==> src/rtl/branch_hazard_unit.sv <==
// branch_hazard_unit: ID-stage branch/JALR resolution with stall counting, EX forwarding selects, load-use stalls.
// Define BHT_PREDICT_EN to build the 2-bit BHT for fetch prediction; otherwise fetch uses static BTFN.
module branch_hazard_unit #(
   parameter int XLEN      = 32,
   parameter int RA_W      = 5,
   parameter int BHT_DEPTH = 64
) (
   input  logic            clk,
   input  logic            rstn,
   input  logic            dec_valid,
   input  logic            dec_is_branch,
   input  logic            dec_is_jalr,
   input  logic [2:0]      dec_funct3,
   input  logic [XLEN-1:0] dec_pc,
   input  logic [XLEN-1:0] dec_imm,
   input  logic [RA_W-1:0] dec_rs1,
   input  logic [RA_W-1:0] dec_rs2,
   input  logic            dec_pred_taken,
   input  logic [XLEN-1:0] rf_rdata1,
   input  logic [XLEN-1:0] rf_rdata2,
   input  logic [RA_W-1:0] ex_rd,
   input  logic            ex_wen,
   input  logic            ex_is_load,
   input  logic [RA_W-1:0] mem_rd,
   input  logic            mem_wen,
   input  logic            mem_is_load,
   input  logic [XLEN-1:0] mem_alu_res,
   input  logic [XLEN-1:0] mem_load_data,
   input  logic [RA_W-1:0] wb_rd,
   input  logic            wb_wen,
   input  logic [XLEN-1:0] wb_data,
   input  logic [XLEN-1:0] if_pc,
   input  logic            if_is_branch,
   input  logic            if_backward,
   output logic            if_pred_taken,
   output logic            stall,
   output logic            redirect,
   output logic [XLEN-1:0] redirect_pc,
   output logic [1:0]      fwd_sel_a,
   output logic [1:0]      fwd_sel_b
);
   localparam int IW = $clog2(BHT_DEPTH);
   typedef enum logic {IDLE, WAIT} state_t;
   state_t state_q, state_d;
   logic [1:0] cnt_q, cnt_d;
   logic ex1, ex2, mem1, mem2, wb1, wb2, is_cf, stall_c, resolve, taken, eq, lt, ltu, bht_we;
   logic [1:0] w1, w2, need;
   logic [XLEN-1:0] op1, op2, jsum, target;
   assign ex1  = ex_wen  && ex_rd  != '0 && ex_rd  == dec_rs1;
   assign ex2  = ex_wen  && ex_rd  != '0 && ex_rd  == dec_rs2;
   assign mem1 = mem_wen && mem_rd != '0 && mem_rd == dec_rs1;
   assign mem2 = mem_wen && mem_rd != '0 && mem_rd == dec_rs2;
   assign wb1  = wb_wen  && wb_rd  != '0 && wb_rd  == dec_rs1;
   assign wb2  = wb_wen  && wb_rd  != '0 && wb_rd  == dec_rs2;
   assign is_cf = dec_is_branch || dec_is_jalr;
   // Cycles to wait until every operand is available from MEM ALU result, WB or the RF
   assign w1   = (ex1 && ex_is_load) ? 2'd2 : (ex1 || (mem1 && mem_is_load)) ? 2'd1 : 2'd0;
   assign w2   = (ex2 && ex_is_load) ? 2'd2 : (ex2 || (mem2 && mem_is_load)) ? 2'd1 : 2'd0;
   assign need = (w1 > w2) ? w1 : w2;
   assign op1 = (mem1 && !mem_is_load) ? mem_alu_res : wb1 ? wb_data : rf_rdata1;
   assign op2 = (mem2 && !mem_is_load) ? mem_alu_res : wb2 ? wb_data : rf_rdata2;
   assign eq  = op1 == op2;
   assign lt  = $signed(op1) < $signed(op2);
   assign ltu = op1 < op2;
   assign taken = dec_funct3 == 3'b000 ? eq  : dec_funct3 == 3'b001 ? !eq  :
                  dec_funct3 == 3'b100 ? lt  : dec_funct3 == 3'b101 ? !lt  :
                  dec_funct3 == 3'b110 ? ltu : dec_funct3 == 3'b111 ? !ltu : 1'b0;
   assign jsum   = op1 + dec_imm;
   assign target = dec_is_jalr ? {jsum[XLEN-1:1], 1'b0} : taken ? dec_pc + dec_imm : dec_pc + XLEN'(4);
   always_comb begin
      state_d = state_q;
      cnt_d   = cnt_q;
      stall_c = 1'b0;
      resolve = 1'b0;
      if (dec_valid && is_cf) begin
         if (state_q == IDLE) begin
            if (need != 2'd0) begin
               stall_c = 1'b1;
               cnt_d   = need - 2'd1;
               state_d = WAIT;
            end else resolve = 1'b1;
         end else if (cnt_q != 2'd0) begin
            stall_c = 1'b1;
            cnt_d   = cnt_q - 2'd1;
         end else begin
            resolve = 1'b1;
            state_d = IDLE;
         end
      end else begin
         state_d = IDLE;
         cnt_d   = 2'd0;
         stall_c = dec_valid && ex_is_load && (ex1 || ex2);
      end
   end
   always_ff @(posedge clk or negedge rstn) begin
      if (!rstn) begin
         state_q <= IDLE;
         cnt_q   <= 2'd0;
      end else begin
         state_q <= state_d;
         cnt_q   <= cnt_d;
      end
   end
   // Outputs are forced to their reset values while rstn is low
   assign stall       = rstn && stall_c;
   assign redirect    = rstn && resolve && (dec_is_jalr || taken != dec_pred_taken);
   assign redirect_pc = redirect ? target : '0;
   assign fwd_sel_a   = (rstn && dec_valid && !is_cf) ? (ex1 ? 2'b01 : mem1 ? 2'b10 : 2'b00) : 2'b00;
   assign fwd_sel_b   = (rstn && dec_valid && !is_cf) ? (ex2 ? 2'b01 : mem2 ? 2'b10 : 2'b00) : 2'b00;
   assign bht_we      = resolve && dec_is_branch && !dec_is_jalr;
`ifdef BHT_PREDICT_EN
   logic [1:0] bht_q [BHT_DEPTH];
   logic [IW-1:0] wr_idx, rd_idx;
   assign wr_idx = dec_pc[IW+1:2];
   assign rd_idx = if_pc[IW+1:2];
   always_ff @(posedge clk or negedge rstn) begin
      if (!rstn) begin
         for (int i = 0; i < BHT_DEPTH; i++) bht_q[i] <= 2'b01;
      end else if (bht_we) begin
         bht_q[wr_idx] <= taken ? ((bht_q[wr_idx] == 2'b11) ? 2'b11 : bht_q[wr_idx] + 2'd1)
                                : ((bht_q[wr_idx] == 2'b00) ? 2'b00 : bht_q[wr_idx] - 2'd1);
      end
   end
   assign if_pred_taken = if_is_branch && bht_q[rd_idx][1];
`else
   assign if_pred_taken = if_is_branch && if_backward;
`endif
   logic unused;
   assign unused = ^{mem_load_data, if_pc, if_backward, bht_we};
endmodule

==> config.mk <==
export PLATFORM = sky130hd
export DESIGN_NAME = branch_hazard_unit
export DESIGN_NICKNAME = d
export VERILOG_FILES = /design/src/rtl/branch_hazard_unit.sv
export SDC_FILE = /design/constraint.sdc
export NUM_CORES = 1
export LEC_CHECK = 0
export BUFFER_PORTS_ARGS = -buffer_cell sky130_fd_sc_hd__clkbuf_2
export CORE_AREA = 4 4 130 132
export DETAILED_ROUTE_END_ITERATION = 10
export DIE_AREA = 0 0 134 136
export PLACE_DENSITY = 0.78
export SLEW_MARGIN = 5
export SYNTH_ARGS = -nofsm -noshare
export SYNTH_HDL_FRONTEND = slang
export SYNTH_SLANG_ARGS = --single-unit
export TNS_END_PERCENT = 20
==> constraint.sdc <==
create_clock -name clk -period 9 [get_ports clk]
set_clock_uncertainty 0.1 [all_clocks]
set_input_delay 1.8 -clock clk [delete_from_list [all_inputs] [get_ports clk]]
set_output_delay 1.8 -clock clk [all_outputs]
set_load 0.05 [all_outputs]
=== Yosys cells after proc, flatten, opt, wreduce, memory -nomap -nowiden ===
Cells that the tools add are included.

* Flip-flop bits (word level): 3
* Input port bits: 297
* Output and inout port bits: 39
* Word-level logic and storage cells: 103

* $add $sub $neg: 5
* Order comparisons: 3
* Equality and inequality tests: 15
* Mux-type cells: 37
* Reductions and logical operators: 41

{| class="wikitable"
|+ Operator list
! cell !! count
|-
| $mux 32 || 7
|-
| $add 32x32->32 || 2
|-
| $lt 32x32->1 || 2
|-
| $add 32x3->32 const B || 1
|-
| $eq 32x32->1 || 1
|-
| $eq 5x5->1 || 6
|-
| $mux 2 || 13
|-
| $logic_and 1x1->1 || 24
|-
| $mux 1 || 17
|-
| $reduce_bool 5->1 || 3
|-
| $eq 3x3->1 const B || 4
|-
| $ne 3x2->1 const B || 2
|-
| $logic_not 1->1 || 5
|-
| $logic_or 1x1->1 || 5
|-
| $reduce_bool 2->1 || 2
|-
| $sub 2x1->2 const B || 2
|-
| $eq 3x1->1 const B || 1
|-
| $logic_not 3->1 || 1
|-
| $gt 2x2->1 || 1
|-
| $reduce_and 2->1 || 1
|-
| $ne 1x1->1 || 1
|}

=== Depth between registers and ports, before layout ===
Gate-level depths: netlist of the first run.

* Depth after elaboration: 17
* Depth in mapped cells: 20
* Gate-level depth less buffers: 17

=== Worst setup path after synthesis of the first run ===
OpenSTA, ideal clock, no wires.

* Path kind: input to output
* From: input wb_rd[1]
* To: output redirect_pc[28]
* Arrival: 7.007 ns
* Data required time: 7.100 ns
* Path slack: 0.093 ns
* Stages on the path: 19
* Path buffers: 3
* Cell sequence: or4_1 > o21ai_0 > or4_1 > clkbuf_1 > clkbuf_1 > mux2i_1 > nor2_1 > a21oi_1 > ha_1 > nor2b_1 > o21ai_1 > a21oi_1 > o221a_2 > or4_1 > a31o_2 > o311ai_4 > clkbuf_1 > nand2_1 > a221oi_1

* Longest elaborated chain between the ends: 17
* Elaborated cells between the ends (all ways): 29
* Those cells by class: add/sub: 1; order compare: 2; eq/ne: 4; mux: 13; reduce/logical: 9

{| class="wikitable"
|+ Ends and longest elaborated chain
! what !! line !! source
|-
| from (decl) || 29 || <nowiki>input logic [RA_W-1:0] wb_rd,</nowiki>
|-
| $reduce_bool 5->1 || 53, 54 ||
|-
| $logic_and 1x1->1 || 53, 54 ||
|-
| $logic_and 1x1->1, on equally long branches || 53, 54 ||
|-
| $mux 32, on equally long branches (2 in a row) || 60, 61 ||
|-
| $lt 32x32->1 || 64 || <nowiki>assign ltu = op1 < op2;</nowiki>
|-
| $logic_not 1->1 || 67 || <nowiki>dec_funct3 == 3'b110 ? ltu : dec_funct3 == 3'b111 ? !ltu : 1'b0;</nowiki>
|-
| $mux 1 (2 in a row) || 67 ||
|-
| $mux 1 (2 in a row) || 66 || <nowiki>dec_funct3 == 3'b100 ? lt : dec_funct3 == 3'b101 ? !lt :</nowiki>
|-
| $mux 1 (2 in a row) || 65 || <nowiki>assign taken = dec_funct3 == 3'b000 ? eq : dec_funct3 == 3'b001 ? !eq :</nowiki>
|-
| $ne 1x1->1 || 106 || <nowiki>assign redirect = rstn && resolve && (dec_is_jalr || taken != dec_pred_taken);</nowiki>
|-
| $logic_or 1x1->1 || 106 ||
|-
| $logic_and 1x1->1 || 106 ||
|-
| $mux 32 (*) || 107 || <nowiki>assign redirect_pc = redirect ? target : '0;</nowiki>
|-
| to (decl) || 38 || <nowiki>output logic [XLEN-1:0] redirect_pc,</nowiki>
|}

Every way passes the cells marked *; elsewhere a longest branch is shown, timed or not.

=== Worst setup path after layout of the first run ===
* From: input dec_rs2[0]
* To: output redirect_pc[1]

* Longest elaborated chain between the ends: 16
* Elaborated cells between the ends (all ways): 39
* Those cells by class: order compare: 3; eq/ne: 5; mux: 17; reduce/logical: 14

{| class="wikitable"
|+ Ends and longest elaborated chain
! what !! line !! source
|-
| from (decl) || 17 || <nowiki>input logic [RA_W-1:0] dec_rs2,</nowiki>
|-
| $eq 5x5->1, on equally long branches || 54, 52 ||
|-
| $logic_and 1x1->1, on equally long branches || 54, 52 ||
|-
| $mux 32 / $logic_and 1x1->1 (equally long branches) || 61 || <nowiki>assign op2 = (mem2 && !mem_is_load) ? mem_alu_res : wb2 ? wb_data : rf_rdata2;</nowiki>
|-
| $mux 32 || 61 ||
|-
| $lt 32x32->1 || 64 ||
|-
| $logic_not 1->1 || 67 ||
|-
| $mux 1 (2 in a row) || 67 ||
|-
| $mux 1 (2 in a row) || 66 ||
|-
| $mux 1 (2 in a row) || 65 ||
|-
| $ne 1x1->1 || 106 ||
|-
| $logic_or 1x1->1 || 106 ||
|-
| $logic_and 1x1->1 || 106 ||
|-
| $mux 32 (*) || 107 ||
|}

Marks and branches as above.

==> metrics.txt, run 1 <==
antenna violations before repair 0; Synth Flop Type dfrtp_1; height of the chip about 140 um; NetSw 0.000339 W; Hold Path Class reg2reg; Final Hold Fails 0; pin count of the biggest net entering global routing between 60 and 70; Internal a little over 0.0003 W; Netlist cell types 73; outcome finished, final reports clean; worst r2r path cells 3; flip-flop and latch count after synthesis 3; H-tree depth 1; CP arrival ~6.8 ns; ratio of cells with drive above 1 in the final layout a little over a quarter; Clk pwr share approximately 11%; Slew Viols, Final 0; R2R setup slack about 7.8 ns; Worst Path Max Fanout 23; sequential power share under 10%; Logic pwr share 87.0%; hold depth 4; most common cell after layout, fill and taps aside clkbuf_2; Crit Path Category in2out; Final nets roughly 1.7k; Worst R2R Start state_q$_DFF_PN0_; antenna cells 0; Max transition margin 50.1%; Clock Latency Late Sink 0.22 ns; FF-to-FF End state_q$_DFF_PN0_; Worst-Margin Slew 0.742 ns; cts hold-fix bufs 0; vias slightly below 9k; sequential area share after synthesis approximately 1.1%; setup tns final 0 ns; DRT Pass-1 Iters 5; RSZ-0062 raised after global routing false; row count 46; Clock Sinks 3; CP Launch Type input port; Crit. End Element output pin; # Max-Cap Violations 0; io pins 336; Worst Hold Slack approximately 0.55 ns; clk buf depth 2; Crit path required time about 7.1 ns; number of port buffers about 270; Net Sw Frac 52.8%; postcts setup bufs 0; VDD IR max around 0.000052 V; number of fillers in the final layout around 1.6k; Final Cycle Share a little over nine tenths; DR WL/cell 16.9 um; CTS buffer count 3; Leak Pwr about 4.4 nW; Post-synth EDFFs 0; Placer Congestion around 0.95; Avg Cell Area, Syn between 6 and 7 um2; area delta synth->final 26.0%; die area 18200 um2; cells after synthesis roughly 1k; hold_sp state_q$_DFF_PN0_; global-route wire length before repair slightly below 40000 um; vias per cell about 5.8; register clock-pin slew on the reported worst setup and hold paths 0.03 ns; total grt overflow 0; root buffer cell clkbuf_16; FMAX 0.115 GHz; post_cts resized 0; Core Region approximately 16000 um2; hold endpoint cnt_q[0]$_DFFE_PN0P_; Starting Density between 40% and 50%; Syn. warnings 0; Mapped Area 7140 um2; Post-synth ARST share 100%; DRC 0; syn_nets roughly 1.4k; Tmin final 8.69 ns; final setup fails 0; leading cell types in the layout, fill and taps excluded 270 x clkbuf_2, 101 x nor2_1, 98 x a21oi_1; chip width between 100 and 150 um; post-route ant nets 0; number of DRC markers in iteration 0 460; Total GRT Usage ~26%; Post-DP HPWL 21800 um; number of global-route vias before repair approximately 8.0k; CTS tree done; drt total wl between 20000 and 30000 um; Pwr Density approximately 71 nW/um2
[worst max path at each step]
stage	from	to	slack, ns
floorplan	wb_rd[1]	redirect_pc[28]	0.09
global placement	dec_rs1[0]	redirect_pc[1]	0.38
detailed placement	dec_rs1[0]	redirect_pc[1]	0.32
CTS	dec_rs1[0]	redirect_pc[1]	0.30
global route	wb_rd[1]	redirect_pc[1]	0.10
finish	dec_rs2[0]	redirect_pc[1]	0.31
[layout make-up]
class / instances / area [um2] / area share, %
inverter: 26 / 97.6 / 1.08
multi-input combinational: 954 / 6830 / 75.9
timing repair buffer: 296 / 1650 / 18.3
sequential: 3 / 75.1 / 0.834
clock buffer: 4 / 78.8 / 0.876
tap: 216 / 270 / 3.00
[worst max-delay path: stages]
cell and delay [ns]:
clkbuf_2 0.13, xnor2_1 0.17, nand3_1 0.09, or4_2 0.81, buf_12 0.24, mux2i_1 0.15
nor2_1 0.10, a21oi_1 0.05, ha_1 0.34, and3_1 0.20, nand4_1 0.13, or2_1 0.28
nor2_1 0.23, nand4b_1 0.20, xor2_1 0.21, o311ai_4 0.31, xor2_1 0.15, o21ai_2 0.51
buf_12 0.27, a211oi_1 0.07, buf_4 0.18, buf_12 0.14
[logic make-up after synthesis]
kind of cell,count (synthesis),synth area share [%]
fa+ha+maj,99,17.5
flops,3,1.05
mux,76,10.7
buf+inv,65,3.59
simple gates,338,22.7
xor+xnor,112,13.7
compound gates,329,30.6
[state kept, by name (all words and copies together) (netlist names)]
name and cells:
cnt_q 2, state_q 1
[power by group through the flow]
| stage | Clock [W] | Sequential, W | Combinational, W |
|---|---|---|---|
| floorplan | 0 | 0.0000140 | 0.000378 |
| global placement | 0 | 0.0000141 | 0.000542 |
| detailed placement | 0 | 0.0000141 | 0.000551 |
| CTS | 0.0000706 | 0.0000139 | 0.000554 |
| global route | 0.0000729 | 0.0000139 | 0.000615 |
| finish | 0.0000699 | 0.0000139 | 0.000559 |
[metal layers]
layer	part of all wire (%)	wire, um	global-route usage, %	up-vias
li1	-	-	-	4344
met1	42	10700	33.4	3937
met2	48	12100	46.0	333
met3	6.9	1760	2.52	48
met4	2.6	668	6.74	0
met5	0	0	0	-
[synthesized netlist by cell type (all sizes together), types with 3 or more instances]
library cell / number / area (um2)
nor2: 103 / 387
or4: 11 / 82.6
and3: 20 / 125
inv: 26 / 97.6
a21oi: 100 / 508
a31o: 3 / 26.3
nand3b: 3 / 22.5
o22ai: 3 / 18.8
o21a: 8 / 60.1
a221oi: 3 / 26.3
nand2b: 11 / 68.8
mux2i: 74 / 744
or3: 4 / 25.0
a31oi: 15 / 100
a21o: 36 / 270
a211oi: 35 / 338
a211o: 3 / 26.3
or2: 6 / 37.5
dfrtp: 3 / 75.1
buf: 9 / 46.3
nor2b: 9 / 56.3
and4: 5 / 43.8
nor3: 15 / 80.1
o211ai: 13 / 108
nand4: 14 / 87.6
clkbuf: 30 / 113
and2: 6 / 37.5
o21bai: 10 / 75.1
nand2: 90 / 338
xor2: 58 / 508
o21ai: 75 / 379
nand3: 32 / 160
ha: 97 / 1210
xnor2: 54 / 473
nor3b: 4 / 35.0
[through the flow]
stage	setup WS, ns	power [W]	std cells	util (%)	cell area (um2)
floorplan	0.0935	0.000392	1022	-	7140
global placement	0.384	0.000556	1489	56.3	8850
detailed placement	0.323	0.000565	1489	56.3	8850
CTS	0.302	0.000639	1493	56.8	8930
global route	0.105	0.000702	1499	57.3	9000
finish	0.313	0.000643	1499	57.3	9000
Power figures use the tool's default switching activity.
==> inputs of run 2 (changes only) <==
--- a/config.mk
+++ b/config.mk
@@ -10,6 +10,7 @@
 export DETAILED_ROUTE_END_ITERATION = 10
 export DIE_AREA = 0 0 134 136
 export PLACE_DENSITY = 0.78
+export REMOVE_ABC_BUFFERS = 1
 export SLEW_MARGIN = 5
 export SYNTH_ARGS = -nofsm -noshare
 export SYNTH_HDL_FRONTEND = slang
==> metrics.txt, run 2 (synthesized netlist as in run 1, its figures left out) <==
DRT Pass-1 Iters 5; pre-CTS WS around 0.32 ns; min setup slack post-route around 0.38 ns; number of fillers in the final layout ~1.5k; Worst Path Max Fanout 34; Crit. End Element output pin; Largest register FFs 2; Leak Pwr between 4 and 5 nW; global-route wire length before repair between 30000 and 40000 um; antenna violations before repair 1; row count between 40 and 50; final setup fails 0; Worst R2R Start state_q$_DFF_PN0_; Net Sw Frac a little over half; Final nets 1688; most common cell after layout, fill and taps aside clkbuf_2; crit path cell chain clkbuf_2 -> or4_1 -> o21ai_0 -> or4_1 -> nor2_4 -> buf_4 -> buf_4 -> nor2_1 -> a21oi_1 -> ha_1 -> o21ai_0 -> o21ai_0 -> o211ai_1 -> nand3_1 -> or4_1 -> a31o_2 -> o311ai_4 -> buf_12 -> nor3b_1 -> o21ai_0 -> a21oi_1 -> clkbuf_2; vias per cell 5.72; # Max-Cap Violations 0; Final Cycle Share a little over nine tenths; vias about 8.6k; Starting Density 45.5%; Tmin final around 8.6 ns; pin count of the biggest net entering global routing 65; Critical path buffers and inverters 5; most frequent CP cell o21ai_0; Crit path required time between 7 and 8 ns; height of the chip ~140 um; NetSw ~0.00034 W; Internal between 0.0003 and 0.0004 W; H-tree depth 1; Clock Sinks 3; ratio of cells with drive above 1 in the final layout a little over a quarter; Slew Viols, Final 0; total grt overflow 0; Crit Path Category in2out; Reg area 75.1 um2; io pins 336; leading cell types in the layout, fill and taps excluded 269 x clkbuf_2, 101 x nor2_1, 98 x a21oi_1; largest registers cnt_q x2, state_q x1; DR WL/cell roughly 17 um; hold_sp state_q$_DFF_PN0_; Clk pwr share a little over a tenth; chip width roughly 130 um; root buffer cell clkbuf_16; CP arrival approximately 6.7 ns; die area 18200 um2; Final Hold Fails 0; area of the multi-input gates about 6800 um2; number of DRC markers in iteration 0 roughly 560; Logic pwr share approximately 87%; Top Family by Delay on Critical Path simple AND/OR/NAND/NOR gates; area delta synth->final 26.7%; register with the most flip-flops cnt_q; CP Launch Type input port; sequential power share 2.1%; post-route ant nets 0; Worst-Margin Slew roughly 0.72 ns; post_cts resized 0; register clock-pin slew on the reported worst setup and hold paths 0.03 ns; critical path's largest stage delay approximately 0.67 ns; outcome finished, final reports clean; Clock Latency Late Sink 0.23 ns; number of global-route vias before repair between 8k and 9k; CTS buffer count 3; FMAX around 0.12 GHz; clk buf depth 2; VDD IR max about 0.000054 V; critical path launch point mem_rd[2]; Max transition margin 51.4%; drt total wl 24900 um; Core Region about 16000 um2; Pwr Density 71.8 nW/um2; Post-DP HPWL approximately 21000 um; RSZ-0062 raised after global routing false; Total GRT Usage 25.5%; Placer Congestion just under 1; number of port buffers between 200 and 300; setup tns final 0 ns; CTS tree done; Hold Path Class reg2reg; DRC 0; CP max-delay cell or4_1
==> run 2: cell types whose count changed in the layout (fill, tap and decap cells not counted) <==
cell	delta
nor2_2	+1
buf_4	+9
diode_2	+1
buf_12	-1
clkbuf_2	-1
==> run 2: worst paths after layout <==
check	cells after the start	slack, ns	endpoint
min in group asynchronous	1	1.30	state_q$_DFF_PN0_
min reg2reg	3	0.60	cnt_q[1]$_DFFE_PN0P_
min	3	0.60	cnt_q[1]$_DFFE_PN0P_
max reg2reg	3	7.74	state_q$_DFF_PN0_
max	22	0.38	redirect_pc[21]
max in group asynchronous	1	7.34	cnt_q[0]$_DFFE_PN0P_
==> run 2: layer usage <==
metal | global-route usage [%] | vias up | wire [um]
li1 | - | 4356 | -
met2 | 44.8 | 371 | 11600
met1 | 32.4 | 3843 | 10600
met4 | 8.46 | 0 | 851
met5 | 0 | - | 0
met3 | 3.00 | 56 | 1810
==> run 2: layout make-up <==
| class | instances | area share [%] |
|---|---|---|
| multi-input combinational | 955 | 75.6 |
| tap | 216 | 2.99 |
| antenna | 1 | 0.0276 |
| timing repair buffer | 303 | 18.7 |
| sequential | 3 | 0.829 |
| inverter | 26 | 1.08 |
| clock buffer | 4 | 0.871 |
==> run 2: power by group through the flow <==
stage	clock network (W)	registers (W)	logic, W
floorplan	0	0.0000140	0.000371
global placement	0	0.0000140	0.000548
detailed placement	0	0.0000141	0.000558
CTS	0.0000724	0.0000139	0.000561
global route	0.0000731	0.0000139	0.000623
finish	0.0000718	0.0000139	0.000565
==> run 2: worst reg2reg max path: stages (launching register included) <==
cell      delay (ns)
dfrtp_1         0.39
inv_1           0.14
nor3_1          0.09
a311oi_1        0.38
==> run 2: metrics by stage <==
stage	instances	hold slack [ns]	total power, W	cell area [um2]	utilization (%)
after global placement	1502	0.524	0.000562	8970	57.1
after floorplan	983	0.494	0.000385	6990	-
final	1508	0.603	0.000650	9050	57.6
after CTS	1506	0.589	0.000647	9040	57.6
after global routing	1508	0.644	0.000710	9050	57.6
after detailed placement	1502	0.553	0.000572	8970	57.1
==> run 2: what timing repair did <==
| action | CTS | global route |
|---|---|---|
| endpoints found under the hold margin | 0 | 0 |
| setup endpoints to repair | 0 | 17 |
| buffers inserted | 0 | 0 |
| hold buffers | 0 | 0 |
